**src/rtl/pux_sdemux.sv**
```systemverilog
// Packed-frame stream demultiplexer: header word, then N words each for operands A, B and M.
// Define PUX_SDEMUX_LASTCHK_EN to compile in axis_in_last framing checks (codes 10/11).
module pux_sdemux #(
  parameter int OPCW  = 8,
  parameter int DATAW = 16
) (
  input  logic             clk,
  input  logic             rst,
  input  logic             stream_request,
  input  logic [DATAW-1:0] axis_in_data,
  input  logic             axis_in_valid,
  input  logic             axis_in_last,
  output logic             axis_in_ready,
  output logic [OPCW-1:0]  axis_opcode_data,
  output logic             axis_opcode_valid,
  input  logic             axis_opcode_ready,
  output logic [DATAW-1:0] axis_abuff_data,
  output logic             axis_abuff_valid,
  input  logic             axis_abuff_ready,
  output logic [DATAW-1:0] axis_bbuff_data,
  output logic             axis_bbuff_valid,
  input  logic             axis_bbuff_ready,
  output logic [DATAW-1:0] axis_mbuff_data,
  output logic             axis_mbuff_valid,
  input  logic             axis_mbuff_ready,
  output logic             busy,
  output logic             err,
  output logic [1:0]       err_code,
  output logic [2:0]       dbg_state
);
  // Handshakes: a word moves on a rising edge where valid and ready are both high;
  // valid never waits on ready, and operand-phase ready mirrors the active sink.
  localparam int LENW = DATAW - OPCW;
  localparam logic [LENW-1:0] ONE = {{(LENW-1){1'b0}}, 1'b1};
  localparam logic [LENW-1:0] ZERO = '0;
`ifdef PUX_SDEMUX_LASTCHK_EN
  localparam bit LASTCHK = 1'b1;
`else
  localparam bit LASTCHK = 1'b0;
`endif

  typedef enum logic [2:0] {
    S_IDLE = 3'd0, S_HDR = 3'd1, S_OPC = 3'd2, S_A = 3'd3,
    S_B = 3'd4, S_M = 3'd5, S_DRAIN = 3'd6
  } state_t;

  state_t          state, state_nxt;
  logic [LENW-1:0] cnt, cnt_nxt, len_r, len_nxt;
  logic [OPCW-1:0] opc_r, opc_nxt;
  logic            err_nxt;
  logic [1:0]      code_nxt;
  logic            hs, final_beat;

  assign hs         = axis_in_valid && axis_in_ready;
  assign final_beat = (state == S_M) && (cnt == ZERO);

  always_ff @(posedge clk) begin
    if (rst) begin
      state    <= S_IDLE;
      cnt      <= '0;
      len_r    <= '0;
      opc_r    <= '0;
      err      <= 1'b0;
      err_code <= 2'b00;
    end else begin
      state    <= state_nxt;
      cnt      <= cnt_nxt;
      len_r    <= len_nxt;
      opc_r    <= opc_nxt;
      err      <= err_nxt;
      err_code <= code_nxt;
    end
  end

  always_comb begin
    state_nxt = state;
    cnt_nxt   = cnt;
    len_nxt   = len_r;
    opc_nxt   = opc_r;
    err_nxt   = 1'b0;
    code_nxt  = err_code;
    case (state)
      S_IDLE: if (stream_request) state_nxt = S_HDR;
      S_HDR: begin
        if (hs) begin
          opc_nxt = axis_in_data[OPCW-1:0];
          len_nxt = axis_in_data[DATAW-1:OPCW];
          if (axis_in_data[DATAW-1:OPCW] == ZERO) begin
            err_nxt   = 1'b1;
            code_nxt  = 2'b01;
            state_nxt = axis_in_last ? S_IDLE : S_DRAIN;
          end else if (LASTCHK && axis_in_last) begin
            err_nxt   = 1'b1;
            code_nxt  = 2'b10;
            state_nxt = S_IDLE;
          end else begin
            state_nxt = S_OPC;
          end
        end
      end
      S_OPC: begin
        if (axis_opcode_ready) begin
          state_nxt = S_A;
          cnt_nxt   = len_r - ONE;
        end
      end
      S_A, S_B, S_M: begin
        if (hs) begin
          if (LASTCHK && axis_in_last && !final_beat) begin
            err_nxt   = 1'b1;
            code_nxt  = 2'b10;
            state_nxt = S_IDLE;
            cnt_nxt   = '0;
          end else if (LASTCHK && !axis_in_last && final_beat) begin
            err_nxt   = 1'b1;
            code_nxt  = 2'b11;
            state_nxt = S_DRAIN;
          end else if (cnt == ZERO) begin
            // Reload for the next operand; M finishing returns to IDLE.
            cnt_nxt = (state == S_M) ? ZERO : len_r - ONE;
            case (state)
              S_A:     state_nxt = S_B;
              S_B:     state_nxt = S_M;
              default: state_nxt = S_IDLE;
            endcase
          end else begin
            cnt_nxt = cnt - ONE;
          end
        end
      end
      S_DRAIN: if (hs && axis_in_last) state_nxt = S_IDLE;
      default: state_nxt = S_IDLE;
    endcase
  end

  // Outputs are forced quiet while rst is held, even before the state register clears.
  always_comb begin
    axis_in_ready     = 1'b0;
    axis_opcode_valid = 1'b0;
    axis_abuff_valid  = 1'b0;
    axis_bbuff_valid  = 1'b0;
    axis_mbuff_valid  = 1'b0;
    if (!rst) begin
      case (state)
        S_HDR, S_DRAIN: axis_in_ready = 1'b1;
        S_OPC: axis_opcode_valid = 1'b1;
        S_A: begin
          axis_in_ready    = axis_abuff_ready;
          axis_abuff_valid = axis_in_valid;
        end
        S_B: begin
          axis_in_ready    = axis_bbuff_ready;
          axis_bbuff_valid = axis_in_valid;
        end
        S_M: begin
          axis_in_ready    = axis_mbuff_ready;
          axis_mbuff_valid = axis_in_valid;
        end
        default: ;
      endcase
    end
  end

  assign axis_opcode_data = opc_r;
  assign axis_abuff_data  = axis_in_data;
  assign axis_bbuff_data  = axis_in_data;
  assign axis_mbuff_data  = axis_in_data;
  assign busy             = (state != S_IDLE);
  assign dbg_state        = state;
endmodule

```
**config.mk**
```make
export PLATFORM = sky130hd
export DESIGN_NAME = pux_sdemux
export DESIGN_NICKNAME = d
export VERILOG_FILES = /design/src/rtl/pux_sdemux.sv
export SDC_FILE = /design/constraint.sdc
export NUM_CORES = 1
export LEC_CHECK = 0
export CAP_MARGIN = 40
export CORE_MARGIN = 4
export CORE_UTILIZATION = 35
export CTS_BUF_LIST = sky130_fd_sc_hd__clkbuf_8
export CTS_CLUSTER_DIAMETER = 200
export CTS_CLUSTER_SIZE = 20
export DETAILED_ROUTE_END_ITERATION = 8
export HOLD_SLACK_MARGIN = 0.1
export PLACE_DENSITY = 0.72
export SYNTH_ARGS = -nofsm -noshare
export SYNTH_HDL_FRONTEND = slang
export SYNTH_SLANG_ARGS = --single-unit
```
**constraint.sdc**
```tcl
create_clock -name clk -period 1.7 [get_ports clk]
set_input_delay 0.17 -clock clk [delete_from_list [all_inputs] [get_ports clk]]
set_output_delay 0.17 -clock clk [all_outputs]
set_load 0.02 [all_outputs]
```
Word level (Yosys, flattened, before mapping):

Cells that the tools add are included.

* register bits: 29
* input bits: 25
* logic and storage cells: 62

* $add $sub $neg: 2
* eq/ne operators: 12
* muxes and demuxes: 26
* bitwise operators: 2
* reduce and logical (&&, ||, !) cells: 14

Operators with widths (number)
* 8-bit 2-to-1 mux: 4
* 3-bit 2-to-1 mux: 8
* 8-bit logical NOT: 2
* 8-bit one-hot mux with 2 select lines: 1
* 8-bit by 1-bit subtractor with 8-bit output, second input constant: 2
* 3-bit one-hot mux with 5 select lines: 1
* 2-bit inequality test, second input constant: 6
* 1-bit 2-to-1 mux: 10
* 3-bit == test, second input constant: 3
* 3-bit by 2-bit == test with 1-bit output, second input constant: 2
* 3-bit one-hot mux with 2 select lines: 1
* 3-bit AND reduction: 2
* 6-bit AND reduction: 1
* 3-bit OR reduction: 2
* 1-bit one-hot mux with 4 select lines: 1
* 3-bit by 1-bit == test with 1-bit output, second input constant: 1
* 3-bit logical NOT: 1
* 3-bit nonzero test: 1
* 1-bit logical AND: 2
* 1-bit NOT: 2
* 2-bit AND reduction: 1
* 2-bit nonzero test: 1
* 2-bit OR reduction: 1

Longest topological paths before layout:

Gate-level depths: netlist (run 1).

* depth in word-level cells: 8
* mapped depth: 8
* depth with buffers taken out: 7

Least setup slack after synthesis (run 1):

OpenSTA, ideal clock, no wires.

* path kind: register -> register
* from: register state[0] (netlist: dbg_state[0])
* to: register opc_r[7] (netlist: axis_opcode_data[7])
* library setup time: 0.132 ns
* arrival time: 1.553 ns
* required time: 1.568 ns
* slack: 0.015 ns
* stages on the path, launching flop included: 8
* path buffers: 3
* cell sequence: dfxtp_1 buf_2 nand3b_1 or3_1 buf_2 clkbuf_1 nand2_1 a21oi_1

* longest elaborated chain between the ends: 6
* elaborated cells on any way between the ends: 10
* classes of those cells: 5 x eq/ne; 2 x mux; 3 x reduce/logical

Ends and longest elaborated chain
* start, declared: line 47 `state_t state, state_nxt;`
* start signal, assigned: line 66 `state <= state_nxt;`
* 3-bit by 1-bit == test with 1-bit output or 3-bit == test (tied branches): line 82, 144
* 2-bit OR reduction: line 144 `case (state)`
* 1-bit one-hot mux with 4 select lines: line 144
* 1-bit 2-to-1 mux: line 143 `if (!rst) begin`
* 1-bit logical AND: line 54 `assign hs = axis_in_valid && axis_in_ready;`
* 2-bit AND reduction (no line) (*)
* end signal, assigned: line 69 `opc_r <= opc_nxt;`
* end, declared: line 49 `logic [OPCW-1:0] opc_r, opc_nxt;`

Mark *: on every way between the ends. The rest lies on a longest branch, timed or not.
A chain may end at the register's enable or synchronous reset.

Worst setup path after layout (run 1):

* from: register cnt[6]
* to: register state[0] (netlist: dbg_state[0])

* longest elaborated chain between the ends: 3

Ends and longest elaborated chain
* start, declared: line 48 `logic [LENW-1:0] cnt, cnt_nxt, len_r, len_nxt;`
* start signal, assigned: line 67 `cnt <= cnt_nxt;`
* 8-bit logical NOT: line 118 `end else if (cnt == ZERO) begin`
* 2-bit inequality test (no line)
* 6-bit AND reduction (no line)

Every way passes these cells.

==> results.md, run 1 <==
* Outcome: finished, final reports clean
* GR peak layer: met2
* Global Route Usage Sum at 15.9%
* FF+latch count, synth at 29
* Cells after Synth at 268
* Core area at 5540 um^2
* Peak Freq at 0.602 GHz
* Tot Pwr at 0.00225 W
* Crit end category: flop
* Final GP Congestion at 0.873
* Worst skew pair latency at 0.28 ns
* # IOs at 93
* Root Driver: clkbuf_8
* Worst-path clk slew at 0.07 ns
* Fin worst setup slack at 0.0386 ns
* Worst Path Max Fanout at 5
* Die Ht at 83.7 um
* Ratio of cells with drive above 1 in the final layout at 23.9%
* Number of distinct library cells after synthesis at 47
* Routing usage on met2 at 26.9%
* CP Launch Point: cnt[6]
* EDFF count, synth at 0
* Clock sink count at 29
* RSZ-0062 raised after global routing: yes
* Power density over the cells at 705 nW/um^2
* Ant diodes at 0
* M1 GR Usage at 20.2%
* Crit path to: dbg_state[0]
* Initial DRC Count at 100
* Max_cap viols at 0
* Asr flop ratio synth at 0%
* FILL cells at 539
* Synthesized cell area at 2010 um^2
* YS warnings at 0
* Leakage power of the design at 1.23 nW
* # H-tree levels at 2
* Sequential share of the synthesized area at 28.9%
* Vias in the first global route at 2033
* Layout Skew at 0.00655 ns
* Post-place setup slack at -0.264 ns
* Routed wire length at 5880 um
* R2R Setup Slk at 0.04 ns
* CTS tree: built
* Remaining DRCs at 0
* Worst Hold Launch: axis_opcode_data[0]
* Worst setup path class: flop to flop
* Worst-margin pin slew at 0.488 ns
* Worst Path Arrival at 1.84 ns
* # rows at 27
* RR Startpoint: cnt[6]
* PortBufs at 91
* Final Hold Fails at 0
* CTS Buf Count at 5
* Final Critical Period at 1.66 ns
* Grt ovf at 0
* Final Util at 57.6%
* Antenna violations before repair at 0
* Hold Crit Class: flop to flop
* Syn_area_per_cell at 7.49 um^2
* Via Count at 2083
* Period utilization at 97.7%
* Slew headroom at 67.2%
* Initial Util at 36.2%
* Worst VDD drop at 0.444 mV
* Post-DR wirelength/cell at 13.9 um
* Worst EP required at 1.88 ns
* Worst r2r path cells at 6
* First-pass detailed-route iteration total at 5
* Met3 global-route usage at 3.85%
* Setup crit start kind: flop
* Global-route wire length before repair at 9430 um
* Final net count at 379
* ANT nets after route at 0
* Die footprint at 7010 um^2
* Area Growth Syn to Fin at 58.9%
* Hpwl dp at 4330 um
* Most used DFF post-synth: dfxtp_1
* Max Slew Vio Count at 0
* Maximum buffer depth of the clock tree at 2
* DR vias/cell at 4.91
* Syn_nets at 296
* Largest net degree at the start of global routing at 19
* Die X at 83.7 um
* Final Setup Violations at 0
* Reg2reg end: dbg_state[0]
==> flip-flops by register name, indices dropped and copies added (netlist names) <==
signal,cells
len_r,8
axis_opcode_data,8
err,1
err_code,1
cnt,8
dbg_state,3
==> routing by layer <==
metal / vias up / wire, um
met3: 4 / 306
met5: - / 0
met2: 76 / 3010
li1: 1044 / -
met1: 959 / 2520
met4: 0 / 44
==> kinds of logic after synthesis <==
family,share of synthesized area [%]
simple gates,24.9
mux,0.498
fa+ha+maj,1.87
flops,28.9
buf+inv,22.2
xor+xnor,2.18
other cells,0.187
compound gates,19.3
==> per-stage QoR <==
| step | std cells | hold slack, ns | setup TNS, ns | cell area, um^2 |
|---|---|---|---|---|
| floorplan | 268 | 0.306 | 0 | 2010 |
| detailed placement | 408 | 0.447 | -4.07 | 2870 |
| finish | 424 | 0.455 | 0 | 3190 |
| CTS | 419 | 0.456 | 0 | 3040 |
| global route | 424 | 0.474 | -0.441 | 3190 |
| global placement | 408 | 0.443 | -3.43 | 2870 |
==> worst max-delay path: stages (launching register included) <==
cell,delay [ns]
dfxtp_1,0.35
nor4_4,0.29
buf_6,0.17
nand2_2,0.08
a221oi_4,0.37
nor2_1,0.10
a311oi_2,0.20
==> worst min path at each step <==
stage                               end  slack (ns)  cells after the start
floorplan                      len_r[7]        0.31                      2
global placement    axis_opcode_data[0]        0.44                      2
detailed placement  axis_opcode_data[0]        0.45                      2
CTS                 axis_opcode_data[0]        0.46                      2
global route        axis_opcode_data[4]        0.47                      3
finish              axis_opcode_data[0]        0.45                      2
==> final cells by class <==
type / count / area (um^2) / area share (%)
Clock buffer: 5 / 68.8 / 2.16
Multi-Input combinational cell: 171 / 1090 / 34.2
Timing Repair Buffer: 136 / 1250 / 39.3
Tap cell: 72 / 90.1 / 2.82
Clock inverter: 3 / 65.1 / 2.04
Inverter: 8 / 30.0 / 0.941
Sequential cell: 29 / 592 / 18.5
==> synthesized netlist by cell type, drive strengths merged (5+ instances only) <==
cell type | count | area (um^2)
a21oi | 30 | 154
buf | 53 | 388
clkbuf | 7 | 27.5
dfxtp | 29 | 581
inv | 8 | 30.0
nand2 | 38 | 145
nand2b | 7 | 43.8
nand3b | 5 | 37.5
nor2 | 24 | 90.1
nor4 | 7 | 65.1
o21ai | 10 | 50.1
o22ai | 6 | 37.5
==> layout by cell type (no fill, tap or decap), types with 2 or more instances in the layout <==
master and count:
a22oi_1 2, inv_2 2, buf_6 3, o21ai_1 6
or4_4 2, o21ai_0 4, dfxtp_4 2, o22ai_1 6
a21oi_1 24, xor2_1 3, nor2b_1 4, a21oi_2 5
nand2_1 37, xnor2_1 2, dlygate4sd2_1 6, bufinv_16 2
or3_1 2, dfxtp_2 3, clkbuf_8 5, buf_4 42
a31oi_1 2, nand3_1 3, inv_1 6, nand2b_1 7
nand3b_1 5, clkdlybuf4s50_1 84, ha_1 2, nor4_1 3
a211oi_2 4, dfxtp_1 24, nor2_1 23, nor4_2 3
==> where the power goes <==
group          switching (W)  internal, W
logic               0.000324     0.000338
registers          0.0000275     0.000702
clock network       0.000276     0.000582
==> repair_timing <==
item,CTS,global route
buffers inserted,3,6
hold buffers,0,0
endpoints found under the setup margin,17,18
pin swaps,3,11
resized for setup,11,28
(Power assumes the default switching activity.)
==> run 2: changes to the inputs <==
Settings changed: ABC_AREA set to 1, PLACE_DENSITY 0.72 to 0.71.
Clock period 1.7 ns to 1.5 ns, I/O delays scaled along.
==> results.md, run 2 <==
* Area leader, netlist: dfxtp_1
* Remaining DRCs at 0 (unchanged)
* Cells after Synth at 301 (+12%)
* Final Util at 54.4% (-3.2 points)
* # IOs at 93 (unchanged)
* Initial DRC Count at 90 (-10%)
* Sequential share of the synthesized area at 26.3% (-2.6 points)
* NetSw at 0.00226 W (+260%)
* Grt ovf at 0 (unchanged)
* Top Layer Used: met4
* Global Route Usage Sum at 14.6% (-1.3 points)
* Final Hold Fails at 0 (unchanged)
* Die Ht at 87.4 um (+4.4%)
* Final GP Congestion at 0.782 (-10%)
* CTS Buf Count at 5 (unchanged)
* Final Critical Period at 1.56 ns (-0.0983 ns)
* Initial Util at 36.6% (+0.40 points)
* Tot Pwr at 0.00497 W (+120%)
* Leakage power of the design at 1.65 nW (+34%)
* Met3 WL at 439 um (+43%)
* Synthesized cell area at 2210 um^2 (+10%)
* Met1 Routed Length at 2340 um (-7.1%)
* # rows at 28 (+3.7%)
* Antenna violations before repair at 0 (unchanged)
* Final cell count without fillers at 457 (+7.8%)
* Outcome: finished with violations
* Comb power frac at 65.0% (+36 points)
* Power density over the cells at 1520 nW/um^2 (+110%)
* Commonest non-fill, non-tap cell in the layout: clkdlybuf4s50_1
* Worst Path Max Fanout at 6 (+1)
* Peak Freq at 0.640 GHz (+6.3%)
* Final Setup Violations at 8 (+8)
* Hold WS at 0.466 ns (+0.0107 ns)
* First-pass detailed-route iteration total at 4 (-1)
* Largest cells by area after synthesis: dfxtp_1 (26%), buf_4 (17%), nor2_1 (7.6%), nand2_1 (6.1%), xor2_1 (3.6%)
* Clock network power share at 12.7% (-25 points)
* RSZ-0062 raised after global routing: yes
* Area Growth Syn to Fin at 48.5%
* Routed wire length at 5460 um (-7.1%)
* Core area at 6030 um^2 (+8.8%)
* Top-count cell post-synth: buf_4
* Die footprint at 7640 um^2 (+9.0%)
* YS warnings at 0 (unchanged)
* Setup crit start kind: flop
* Post-DR wirelength/cell at 11.9 um (-14%)
* Worst VDD drop at 0.575 mV (+30%)
* Worst Path Arrival at 1.78 ns (-0.06 ns)
* Crit end category: flop
* Seq pwr share at 22.3% (-10 points)
* Max Slew Vio Count at 0 (unchanged)
* Largest net degree at the start of global routing at 28 (+9)
* Ant diodes at 0 (unchanged)
* Inst Count DP at 444 (+8.8%)
* Via Count at 2073 (-0.48%)
* Worst skew pair latency at 0.28 ns (about the same)
* Syn_area_per_cell at 7.34 um^2 (-2.1%)
* Vias in the first global route at 2097 (+3.1%)
* FF+latch count, synth at 29 (unchanged)
* EDFF count, synth at 0 (unchanged)
* WL met2 at 2630 um (-13%)
* Most used DFF post-synth: dfxtp_1
* Layout Skew at 0.00628 ns (-0.000275 ns)
* Hold Crit Class: flop to flop
* Maximum buffer depth of the clock tree at 2 (unchanged)
* Ratio of cells with drive above 1 in the final layout at 27.2% (+3.4 points)
* Asr flop ratio synth at 0% (unchanged)
* Top cell type's share of synthesized area at 26.3% (-2.6 points)
* Internal power at 0.00271 W (+67%)
* Worst setup path class: flop to flop
* Switch share at 45.5% (+18 points)
* CTS tree: built
* Worst EP required at 1.72 ns (-0.16 ns)
* Hold buffers post-CTS at 0 (unchanged)
* Max_cap viols at 0 (unchanged)
* # H-tree levels at 2 (unchanged)
* Most frequent cells in the layout: clkdlybuf4s50_1 (52), nor2_1 (43), nand2_1 (36)
* Synth cell count leaders: buf_4 (50), nor2_1 (45), nand2_1 (36)
* Syn_nets at 329 (+11%)
* Die X at 87.4 um (+4.4%)
* Period utilization at 104% (+6.5 points)
* Root Driver: clkbuf_8
* Fin worst setup slack at -0.0631 ns (-0.102 ns)
* Hpwl dp at 4190 um (-3.2%)
* Failing checks: setup timing
* ANT nets after route at 0 (unchanged)
* Final net count at 409 (+7.9%)
* Worst-path clk slew at 0.06 ns (about the same)
* Global-route wire length before repair at 8960 um (-5.0%)
* Clock sink count at 29 (unchanged)
* DR vias/cell at 4.54 (-7.7%)
* PortBufs at 91 (unchanged)
* Number of distinct library cells after synthesis at 36 (-23%)
## run 2: cell types whose count changed after synthesis, sizes merged, moves of 6 or more
cell    before  now
a21oi       30   21
inv          8   29
nand2b       7    0
nand3        3   16
nor2        24   54
nor4         7    0
o21ai       10   28
xor2         3    9
## run 2: stage by stage
stage	cell area [um^2]	TNS, ns	setup WS [ns]
finish	3280	-0.208	-0.0631
global route	3280	-2.69	-0.163
detailed placement	3040	-3.62	-0.223
floorplan	2220	-0.606	-0.0962
CTS	3180	-0.259	-0.0631
global placement	3040	-3.59	-0.239
## run 2: path summary, 6_finish.rpt
check | to | cells past startpoint | startpoint | slack, ns
setup / recovery | dbg_state[0] | 11 | dbg_state[1] | -0.06
hold / removal | err_code[0] | 2 | err_code[0] | 0.47
setup reg to reg | dbg_state[0] | 11 | dbg_state[1] | -0.06
hold reg to reg | err_code[0] | 2 | err_code[0] | 0.47
## run 2: power by group through the flow
stage | clock, W | sequential (W) | combinational (W)
2_1_floorplan | 0 | 0.00111 | 0.00203
3_3_place_gp | 0 | 0.00110 | 0.00286
3_5_place_dp | 0 | 0.00111 | 0.00289
4_1_cts | 0.000648 | 0.00110 | 0.00305
5_1_grt | 0.000695 | 0.00112 | 0.00360
6_report | 0.000632 | 0.00111 | 0.00323
## run 2: final cells by class
type	count	area (um^2)
clock buffers	5	68.8
inverters	29	126
repair buffers	129	1240
clock inverters	3	16.3
multi-input cells	187	1140
flip-flops and latches	29	592
well taps	75	93.8
fillers	570	2750
## run 2: worst max-delay path, cell delays in order, from the launching register on
cell and delay (ns):
dfxtp_4 0.38, inv_4 0.08, nand3_2 0.10, nor2_4 0.12, nor2_4 0.05, nand2_4 0.06, nand3_4 0.10, buf_6 0.15
a21oi_4 0.20, buf_4 0.14, nor2_1 0.03, nor2_1 0.08
## run 2: logic make-up (layout without fill, tap and decap cells)
kind of cell	Yosys count	count (layout)	synth area share (%)
adder cells (fa/ha/maj)	3	3	1.70
flip-flops	29	29	26.3
other	1	1	0.170
AO/OA/AOI/OAI	52	52	14.1
buffers and inverters	85	166	24.9
XOR/XNOR	11	11	4.36
AND/OR/NAND/NOR	120	120	28.6
## run 2: timing repair
item	in CTS	in global routing
setup endpoints to repair	41	54
gates resized for setup	43	35
setup buffers	3	2
pin swaps	4	8
## run 2: routing by layer
metal | global-route usage [%] | up-vias
li1 | - | 1081
met1 | 17.9 | 911
met2 | 24.0 | 76
met3 | 4.92 | 5
met4 | 4.46 | 0
met5 | 0 | -
